<file path="config.mk">
export PLATFORM = sky130hd
export DESIGN_NAME = pipe_field_flat
export DESIGN_NICKNAME = d
export VERILOG_FILES = /design/src/rtl/pipe_field_pkg.sv /design/src/rtl/pipe_field_if.sv /design/src/rtl/pipe_gap_calc.sv /design/src/rtl/pipe_field.sv /design/src/flat_wrapper.sv
export SDC_FILE = /design/constraint.sdc
export NUM_CORES = 1
export LEC_CHECK = 0
export ABC_AREA = 0
export BUFFER_PORTS_ARGS = -buffer_cell sky130_fd_sc_hd__buf_2
export CORE_UTILIZATION = 61
export DETAILED_ROUTE_END_ITERATION = 7
export PLACE_DENSITY = 0.86
export SYNTH_ARGS = -nofsm -noshare
export SYNTH_HDL_FRONTEND = slang
export SYNTH_SLANG_ARGS = --single-unit
</file>
<file path="constraint.sdc">
create_clock -name clk -period 17.3 [get_ports clk]
set_clock_uncertainty 0.15 [all_clocks]
set_input_delay 1.73 -clock clk [delete_from_list [all_inputs] [get_ports clk]]
set_output_delay 1.73 -clock clk [all_outputs]
set_load 0.005 [all_outputs]
</file>
<file path="src/rtl/pipe_field_pkg.sv">
// Shared types and screen constants for the pipe field and its gap calculator.
package pipe_field_pkg;

  typedef enum logic [1:0] {
    IDLE = 2'd0,
    RUN  = 2'd1,
    HALT = 2'd2
  } state_e;

  localparam int SCREEN_W = 640;
  localparam int SCREEN_H = 480;
  localparam int OFF_X    = 641;  // parked x for empty slots
  localparam int OFF_Y    = 481;  // parked y for empty slots
  localparam int Y_MIN    = 8;    // highest allowed upper-pipe bottom
  localparam int Y_MAX    = 472;  // lowest allowed lower-pipe top

endpackage

</file>
<file path="src/rtl/pipe_field_if.sv">
// Control inputs and packed per-slot pipe outputs of the pipe field.
// master drives start/stop/pipe_length; slave (pipe_field) drives the rest.
interface pipe_field_if #(
  parameter int NUM_PIPES = 4
);
  logic                   start;
  logic                   stop;
  logic [9:0]             pipe_length;
  logic [NUM_PIPES-1:0]   pipe_valid;
  logic [NUM_PIPES*10-1:0] x0;
  logic [NUM_PIPES*10-1:0] x1;
  logic [NUM_PIPES*9-1:0]  y0;
  logic [NUM_PIPES*9-1:0]  y1;
  logic                   score_pulse;
  logic                   running;

  modport master (
    output start, stop, pipe_length,
    input  pipe_valid, x0, x1, y0, y1, score_pulse, running
  );

  modport slave (
    input  start, stop, pipe_length,
    output pipe_valid, x0, x1, y0, y1, score_pulse, running
  );
endinterface

</file>
<file path="src/rtl/pipe_gap_calc.sv">
// Combinational gap placement: random length word -> lower-pipe top (y0)
// and upper-pipe bottom (y1), shifted as a whole to stay on screen.
// Optional feature macro: PIPE_FIELD_WIDE_GAP_EN (hold_len[8] selects 7x gap).
module pipe_gap_calc
  import pipe_field_pkg::*;
#(
  parameter int BIRD_SIZE = 15
) (
  input  logic [9:0] hold_len_i,
  output logic [8:0] y0_o,
  output logic [8:0] y1_o
);

  localparam logic signed [10:0] G_NARROW = 11'(4 * BIRD_SIZE);
  localparam logic signed [10:0] G_WIDE   = 11'(7 * BIRD_SIZE);
  localparam logic signed [10:0] Y_LO     = 11'(Y_MIN);
  localparam logic signed [10:0] Y_HI     = 11'(Y_MAX);

  logic signed [10:0] off, center, gap, y1_raw, y0_raw, y1_c, y0_c;
  logic               unused_len_bits;

  // Bit 7 never contributes; bit 8 only in the wide-gap build.
  assign unused_len_bits = ^hold_len_i[8:7];

  // Centre the gap around the offset, then slide it back inside the bounds.
  always_comb begin
    off    = {4'b0, hold_len_i[6:0]};
    center = hold_len_i[9] ? (11'sd240 + off) : (11'sd240 - off);
`ifdef PIPE_FIELD_WIDE_GAP_EN
    gap    = hold_len_i[8] ? G_WIDE : G_NARROW;
`else
    gap    = G_NARROW;
`endif
    y1_raw = center - (gap >>> 1);
    y0_raw = y1_raw + gap;
    y1_c   = y1_raw;
    y0_c   = y0_raw;
    if (y1_raw < Y_LO) begin
      y1_c = Y_LO;
      y0_c = Y_LO + gap;
    end else if (y0_raw > Y_HI) begin
      y0_c = Y_HI;
      y1_c = Y_HI - gap;
    end
    y1_o = y1_c[8:0];
    y0_o = y0_c[8:0];
  end

endmodule

</file>
<file path="src/rtl/pipe_field.sv">
// Multi-slot pipe spawner/scroller: spawns a pipe every SPACING steps into a
// round-robin slot, scrolls live pipes left once per 2^DIV_BITS cycles,
// retires them past x=0 and pulses score as a pipe's right edge passes BIRD_X.
// Optional feature macro: PIPE_FIELD_WIDE_GAP_EN (handled in pipe_gap_calc).
module pipe_field
  import pipe_field_pkg::*;
#(
  parameter int NUM_PIPES  = 4,
  parameter int PIPE_WIDTH = 20,
  parameter int BIRD_SIZE  = 15,
  parameter int BIRD_X     = 100,
  parameter int SPACING    = 200,
  parameter int DIV_BITS   = 20
) (
  input  logic         clk,
  input  logic         reset,
  pipe_field_if.slave  bus
);

  localparam int PTR_W = (NUM_PIPES > 1) ? $clog2(NUM_PIPES) : 1;
  localparam int CNT_W = $clog2(SPACING + 1);

  state_e              state_q, state_d;
  logic [DIV_BITS-1:0] div_q, div_d;
  logic [CNT_W-1:0]    cnt_q, cnt_d;
  logic [PTR_W-1:0]    wr_ptr_q, wr_ptr_d;
  logic [9:0]          hold_q, hold_d;
  logic [NUM_PIPES-1:0] valid_q, valid_d;
  logic [9:0]          x0_q [NUM_PIPES];
  logic [9:0]          x0_d [NUM_PIPES];
  logic [9:0]          x1_q [NUM_PIPES];
  logic [9:0]          x1_d [NUM_PIPES];
  logic [8:0]          y0_q [NUM_PIPES];
  logic [8:0]          y0_d [NUM_PIPES];
  logic [8:0]          y1_q [NUM_PIPES];
  logic [8:0]          y1_d [NUM_PIPES];
  logic                score_q, score_d;
  logic                running_q;

  logic                step, spawn, restart;
  logic [8:0]          gap_y0, gap_y1;

  pipe_gap_calc #(.BIRD_SIZE(BIRD_SIZE)) u_gap (
    .hold_len_i (hold_q),
    .y0_o       (gap_y0),
    .y1_o       (gap_y1)
  );

  // Next-state: mode control, step/spawn scheduling and per-slot updates.
  always_comb begin
    // NOTE: every _d gets its hold value first, so no path through this block
    // leaves a variable unassigned and no latch is inferred.
    state_d  = state_q;
    div_d    = div_q;
    cnt_d    = cnt_q;
    wr_ptr_d = wr_ptr_q;
    hold_d   = hold_q;
    valid_d  = valid_q;
    x0_d     = x0_q;
    x1_d     = x1_q;
    y0_d     = y0_q;
    y1_d     = y1_q;
    score_d  = 1'b0;
    step     = 1'b0;
    spawn    = 1'b0;
    restart  = 1'b0;

    unique case (state_q)
      IDLE: begin
        hold_d = bus.pipe_length;
        if (bus.start) restart = 1'b1;
      end
      RUN: begin
        // Stop freezes everything this cycle, including a pending step/spawn.
        if (bus.stop) begin
          state_d = HALT;
        end else begin
          step  = &div_q;
          div_d = div_q + 1'b1;
          spawn = (cnt_q == CNT_W'(SPACING)) && !valid_q[wr_ptr_q];
        end
      end
      HALT: begin
        if (bus.start && !bus.stop) restart = 1'b1;
      end
      default: state_d = IDLE;
    endcase

    if (step && (cnt_q != CNT_W'(SPACING))) cnt_d = cnt_q + 1'b1;

    for (int i = 0; i < NUM_PIPES; i++) begin
      // A slot being spawned is free now, so the step branch never touches it.
      if (step && valid_q[i]) begin
        if (x1_q[i] == 10'(BIRD_X)) score_d = 1'b1;
        if (x1_q[i] == 10'd0) begin
          valid_d[i] = 1'b0;
          x0_d[i]    = 10'(OFF_X);
          x1_d[i]    = 10'(OFF_X);
          y0_d[i]    = 9'(OFF_Y);
          y1_d[i]    = 9'(OFF_Y);
        end else begin
          x0_d[i] = x0_q[i] - 1'b1;
          x1_d[i] = x1_q[i] - 1'b1;
        end
      end
      if (spawn && (PTR_W'(i) == wr_ptr_q)) begin
        valid_d[i] = 1'b1;
        x0_d[i]    = 10'(SCREEN_W);
        x1_d[i]    = 10'(SCREEN_W + PIPE_WIDTH);
        y0_d[i]    = gap_y0;
        y1_d[i]    = gap_y1;
      end
    end

    if (spawn) begin
      wr_ptr_d = (wr_ptr_q == PTR_W'(NUM_PIPES - 1)) ? '0 : wr_ptr_q + 1'b1;
      cnt_d    = '0;
      hold_d   = bus.pipe_length;
    end

    // Start from IDLE or HALT: empty field, first spawn on the first RUN cycle.
    if (restart) begin
      state_d  = RUN;
      div_d    = '0;
      cnt_d    = CNT_W'(SPACING);
      wr_ptr_d = '0;
      hold_d   = bus.pipe_length;
      valid_d  = '0;
      for (int i = 0; i < NUM_PIPES; i++) begin
        x0_d[i] = 10'(OFF_X);
        x1_d[i] = 10'(OFF_X);
        y0_d[i] = 9'(OFF_Y);
        y1_d[i] = 9'(OFF_Y);
      end
    end
  end

  // State and slot registers with asynchronous reset to the off-screen field.
  always_ff @(posedge clk or posedge reset) begin
    if (reset) begin
      state_q   <= IDLE;
      div_q     <= '0;
      cnt_q     <= '0;
      wr_ptr_q  <= '0;
      hold_q    <= '0;
      valid_q   <= '0;
      score_q   <= 1'b0;
      running_q <= 1'b0;
      // NOTE: slot storage is a handful of flops, not a RAM, so each entry is
      // reset explicitly to give the off-screen values straight out of reset.
      for (int i = 0; i < NUM_PIPES; i++) begin
        x0_q[i] <= 10'(OFF_X);
        x1_q[i] <= 10'(OFF_X);
        y0_q[i] <= 9'(OFF_Y);
        y1_q[i] <= 9'(OFF_Y);
      end
    end else begin
      // NOTE: non-blocking so every flop samples the pre-edge values.
      state_q   <= state_d;
      div_q     <= div_d;
      cnt_q     <= cnt_d;
      wr_ptr_q  <= wr_ptr_d;
      hold_q    <= hold_d;
      valid_q   <= valid_d;
      score_q   <= score_d;
      running_q <= (state_d == RUN);
      for (int i = 0; i < NUM_PIPES; i++) begin
        x0_q[i] <= x0_d[i];
        x1_q[i] <= x1_d[i];
        y0_q[i] <= y0_d[i];
        y1_q[i] <= y1_d[i];
      end
    end
  end

  assign bus.pipe_valid  = valid_q;
  assign bus.score_pulse = score_q;
  assign bus.running     = running_q;

  for (genvar g = 0; g < NUM_PIPES; g++) begin : g_out
    assign bus.x0[10*g +: 10] = x0_q[g];
    assign bus.x1[10*g +: 10] = x1_q[g];
    assign bus.y0[9*g +: 9]   = y0_q[g];
    assign bus.y1[9*g +: 9]   = y1_q[g];
  end

endmodule

</file>
<file path="src/flat_wrapper.sv">
// flat-port wrapper written by rule: the top's interface ports become plain ports
module pipe_field_flat import pipe_field_pkg::*;
#(
  parameter int NUM_PIPES  = 4,
  parameter int PIPE_WIDTH = 20,
  parameter int BIRD_SIZE  = 15,
  parameter int BIRD_X     = 100,
  parameter int SPACING    = 200,
  parameter int DIV_BITS   = 20
)
  (clk, reset, bus_start, bus_stop, bus_pipe_length, bus_pipe_valid, bus_x0, bus_x1, bus_y0, bus_y1, bus_score_pulse, bus_running);
  pipe_field_if #(.NUM_PIPES(NUM_PIPES)) bus_i ();
  input  logic clk;
  input  logic reset;
  input wire logic [$bits(bus_i.start)-1:0] bus_start;
  input wire logic [$bits(bus_i.stop)-1:0] bus_stop;
  input wire logic [$bits(bus_i.pipe_length)-1:0] bus_pipe_length;
  output wire logic [$bits(bus_i.pipe_valid)-1:0] bus_pipe_valid;
  output wire logic [$bits(bus_i.x0)-1:0] bus_x0;
  output wire logic [$bits(bus_i.x1)-1:0] bus_x1;
  output wire logic [$bits(bus_i.y0)-1:0] bus_y0;
  output wire logic [$bits(bus_i.y1)-1:0] bus_y1;
  output wire logic [$bits(bus_i.score_pulse)-1:0] bus_score_pulse;
  output wire logic [$bits(bus_i.running)-1:0] bus_running;
  assign bus_i.start = bus_start;
  assign bus_i.stop = bus_stop;
  assign bus_i.pipe_length = bus_pipe_length;
  assign bus_pipe_valid = bus_i.pipe_valid;
  assign bus_x0 = bus_i.x0;
  assign bus_x1 = bus_i.x1;
  assign bus_y0 = bus_i.y0;
  assign bus_y1 = bus_i.y1;
  assign bus_score_pulse = bus_i.score_pulse;
  assign bus_running = bus_i.running;
  pipe_field #(.NUM_PIPES(NUM_PIPES), .PIPE_WIDTH(PIPE_WIDTH), .BIRD_SIZE(BIRD_SIZE), .BIRD_X(BIRD_X), .SPACING(SPACING), .DIV_BITS(DIV_BITS)) u_core (.clk(clk), .reset(reset), .bus(bus_i));
endmodule
</file>
==> reports/results.tsv <==
stage	metric	value	unit
clocking	post-CTS sizing	0	
floorplan	Die H	132	um
global_route	Total GRT Usage	32.1	%
sta	crit share post-route	30.5	%
critical_path	slowest CP cell	nor2_2	
floorplan	num rows	47	
yosys	Syn Area/Cell	9.44	um2
sta	TNS Setup	0	ps
yosys	ys flop type	dfrtp_1	
drt	wire per inst	18.6	um
final_layout	layout cells sized above 1	25.0	%
pwr	Leak	0.00522	uW
placement	Post-DP HPWL	18800	um
floorplan	core box area	0.0165	mm2
clocking	Num CTS Buffers	17	
global_route	vias in the first global route	8705	
sta	Slew @ Worst Pin	1040	ps
placement	dpl cell area	0.0112	mm2
global_route	first-pass GRT wire length	44200	um
placement	Cells after DPL	1425	
critical_path	critical path's largest stage delay	680	ps
yosys	Post-Syn Area	0.0102	mm2
drt	DRT iter0 DRCs	800	
status	status	completed	
drt	DR vias/cell	6.28	
global_route	total congestion overflow	0	
floorplan	# IOs	172	
drt	DRC violations left	0	
floorplan	chip width	132	um
job	max_cap viols	0	
critical_path	critical path's most frequent cell	ha_1	
worst_hold_path	worst hold path type	register to register	
critical_path	Setup crit start kind	register	
sta	Slew Limit Fails	0	
yosys	Synth Area in Compound Gates	16.2	%
global_route	largest net degree at the start of global routing	106	
critical_path	CP Buf/Inv Count	3	
sta	Fin. Hold Viols	0	
sta	Final Setup Violations	0	
clocking	CTS sink count	190	
critical_path	Max FO, Critical Path	18	
final_layout	most common cell after layout, fill and taps aside	buf_2	
clocking	TritonCTS clock tree	done	
clocking	clock transition at the registers of the reported paths	70	ps
final_layout	most frequent cells in the layout	buf_2, nor2_1, dfrtp_1	
critical_path	Setup crit end kind	register	
sta	RSZ-0062 raised after global routing	no	
critical_path	CP Data Arrival Time	5390	ps
final_layout	Area Growth Syn to Fin	15.1	%
yosys	Syn Nets	1123	
clocking	Worst-Skew Late Latency	440	ps
pwr	VDD IR max	0.235	mV
clocking	CTS Buffer Depth	2	
clocking	H-tree depth	4	
yosys	Post-synth EDFFs	0	
final_layout	# diodes	0	
yosys	Mapped Cells	1085	
yosys	Synth warnings	0	
yosys	flops & latches, synth	190	
drt	post-route ant nets	0	
yosys	post-synthesis async set-or-reset flop share	100	%
sta	slew margin rel.	30.6	%
clocking	# Post-CTS Setup Buffers	0	
sta	Tmin final	5280	ps
yosys	register area share after synthesis	47.1	%
sta	Peak Freq	0.189	GHz
critical_path	critical path type	register to register	
pwr	PwrDens	190	mW/mm2
yosys	adder-cell share of the synthesized area	2.93	%
clocking	hold buffers post-CTS	0	
floorplan	Die Area	0.0173	mm2
placement	Port Buffers	169	
yosys	XOR/XNOR Fraction of Synth Area	6.12	%
critical_path	CP Data Required Time	17410	ps
yosys	Synth cell types	79	
critical_path	family with the most delay on the worst path	adder cells	
floorplan	Initial Util	62.2	%
critical_path	worst-path cell chain	inv_1 > ha_1 > mux2i_1 > inv_1 > ha_1 > clkinv_1 > ha_1 > xnor3_1 > a311oi_1 > o2111ai_2 > nor2_2 > o311ai_0	
final_layout	Design Area, Final	0.0118	mm2
drt	Final Routed Wirelength	27200	um
placement	gpl congestion	0.913	
yosys	Synth Area in Simple Gates	21.5	%
yosys	largest family of logic cells by synthesized area	simple AND/OR/NAND/NOR gates	
final_layout	final non-filler cell total	1457	
global_route	initial antenna violation count	0	
final_layout	Final #Nets	1262	
drt	first-pass detailed-route iteration total	5	
final_layout	end-of-flow core utilization	71.6	%
drt	via count	9153	
yosys	mux cell area share after synthesis	1.69	%
clocking	Root Buffer	clkbuf_16	
cell type report:
class                      instances  area, um2
tap                              220        275
clock inverter                     9        130
timing repair buffer             180        928
clock buffer                      23        498
inverter                          36        140
multi-input combinational        799       4990
fill                            1231       4670
sequential                       190       4830
worst reg2reg max path, delay by kind of cell (launching register included):
kind / cells / cell delay [ps]
AO/OA/AOI/OAI: 3 / 910
buffers and inverters: 3 / 640
multiplexers: 1 / 470
XOR/XNOR: 1 / 460
adder cells (fa/ha/maj): 3 / 1260
flip-flops: 1 / 540
AND/OR/NAND/NOR: 1 / 680
synthesized netlist by cell type (all sizes together), types with 9 or more instances:
cell type | instances | area share (%)
a21oi | 67 | 3.3
a22oi | 10 | 0.73
a31oi | 25 | 1.5
and2 | 13 | 0.82
and3 | 11 | 0.67
buf | 30 | 1.9
clkbuf | 30 | 1.1
dfrtp | 130 | 32
dfstp | 60 | 15
ha | 24 | 2.9
inv | 35 | 1.3
nand2 | 94 | 3.4
nand2b | 11 | 0.67
nand3 | 28 | 1.4
nand4 | 20 | 1.2
nor2 | 132 | 4.9
nor2b | 9 | 0.55
nor3 | 32 | 1.6
nor4 | 21 | 1.8
o21ai | 71 | 3.5
o41ai | 9 | 0.84
or3 | 17 | 1.0
or4 | 11 | 0.81
xnor2 | 39 | 3.3
xor2 | 30 | 2.6
stage by stage:
stage / hold slack, ps / worst slack, ps / power [uW]
after CTS: 355 / 12140 / 2220
after floorplan: 339 / 10350 / 1480
after global routing: 364 / 11720 / 2370
after detailed placement: 343 / 11760 / 1800
final: 354 / 12020 / 2250
after global placement: 321 / 11870 / 1760
per-layer routing:
layer / share of wire, % / global-route usage (%)
met1: 41 / 42.3
met2: 48 / 51.3
met4: 3.5 / 14.5
met3: 8.1 / 6.56
met5: 0 / 0
cells by family after synthesis:
kind of cell,Yosys count
and+or+nand+nor,431
muxes,15
DFF,190
adders and majority gates,24
xor gates and xnor gates,70
buffers and inverters,96
AOI/OAI and AO/OA,259
power by group:
part | internal, uW | switching, uW
registers | 554 | 118
logic | 409 | 749
clock network | 247 | 169
total | 1210 | 1040
path summary, 6_finish.rpt:
path	start	to	depth (start not counted)	slack [ps]
max	u_core.hold_q[0]	u_core.bus.y0[29]	12	12020
min	u_core.bus.y1[23]	u_core.bus.y1[23]	2	350
max reg2reg	u_core.hold_q[0]	u_core.bus.y0[29]	12	12020
min reg2reg	u_core.bus.y1[23]	u_core.bus.y1[23]	2	350
max in group asynchronous	reset	u_core.bus.x0[12]	3	14080
min in group asynchronous	reset	u_core.bus.x0[21]	2	1320
flip-flops by register name, summed over array words and instances, names as in the netlist, 4 cells and up:
name	flops
u_core.bus.x0	40
u_core.bus.x1	40
u_core.bus.y1	36
u_core.bus.y0	28
u_core.div_q	20
u_core.cnt_q	8
u_core.hold_q	8
u_core.bus.pipe_valid	4
No activity file was read; power rests on OpenSTA's default activity.
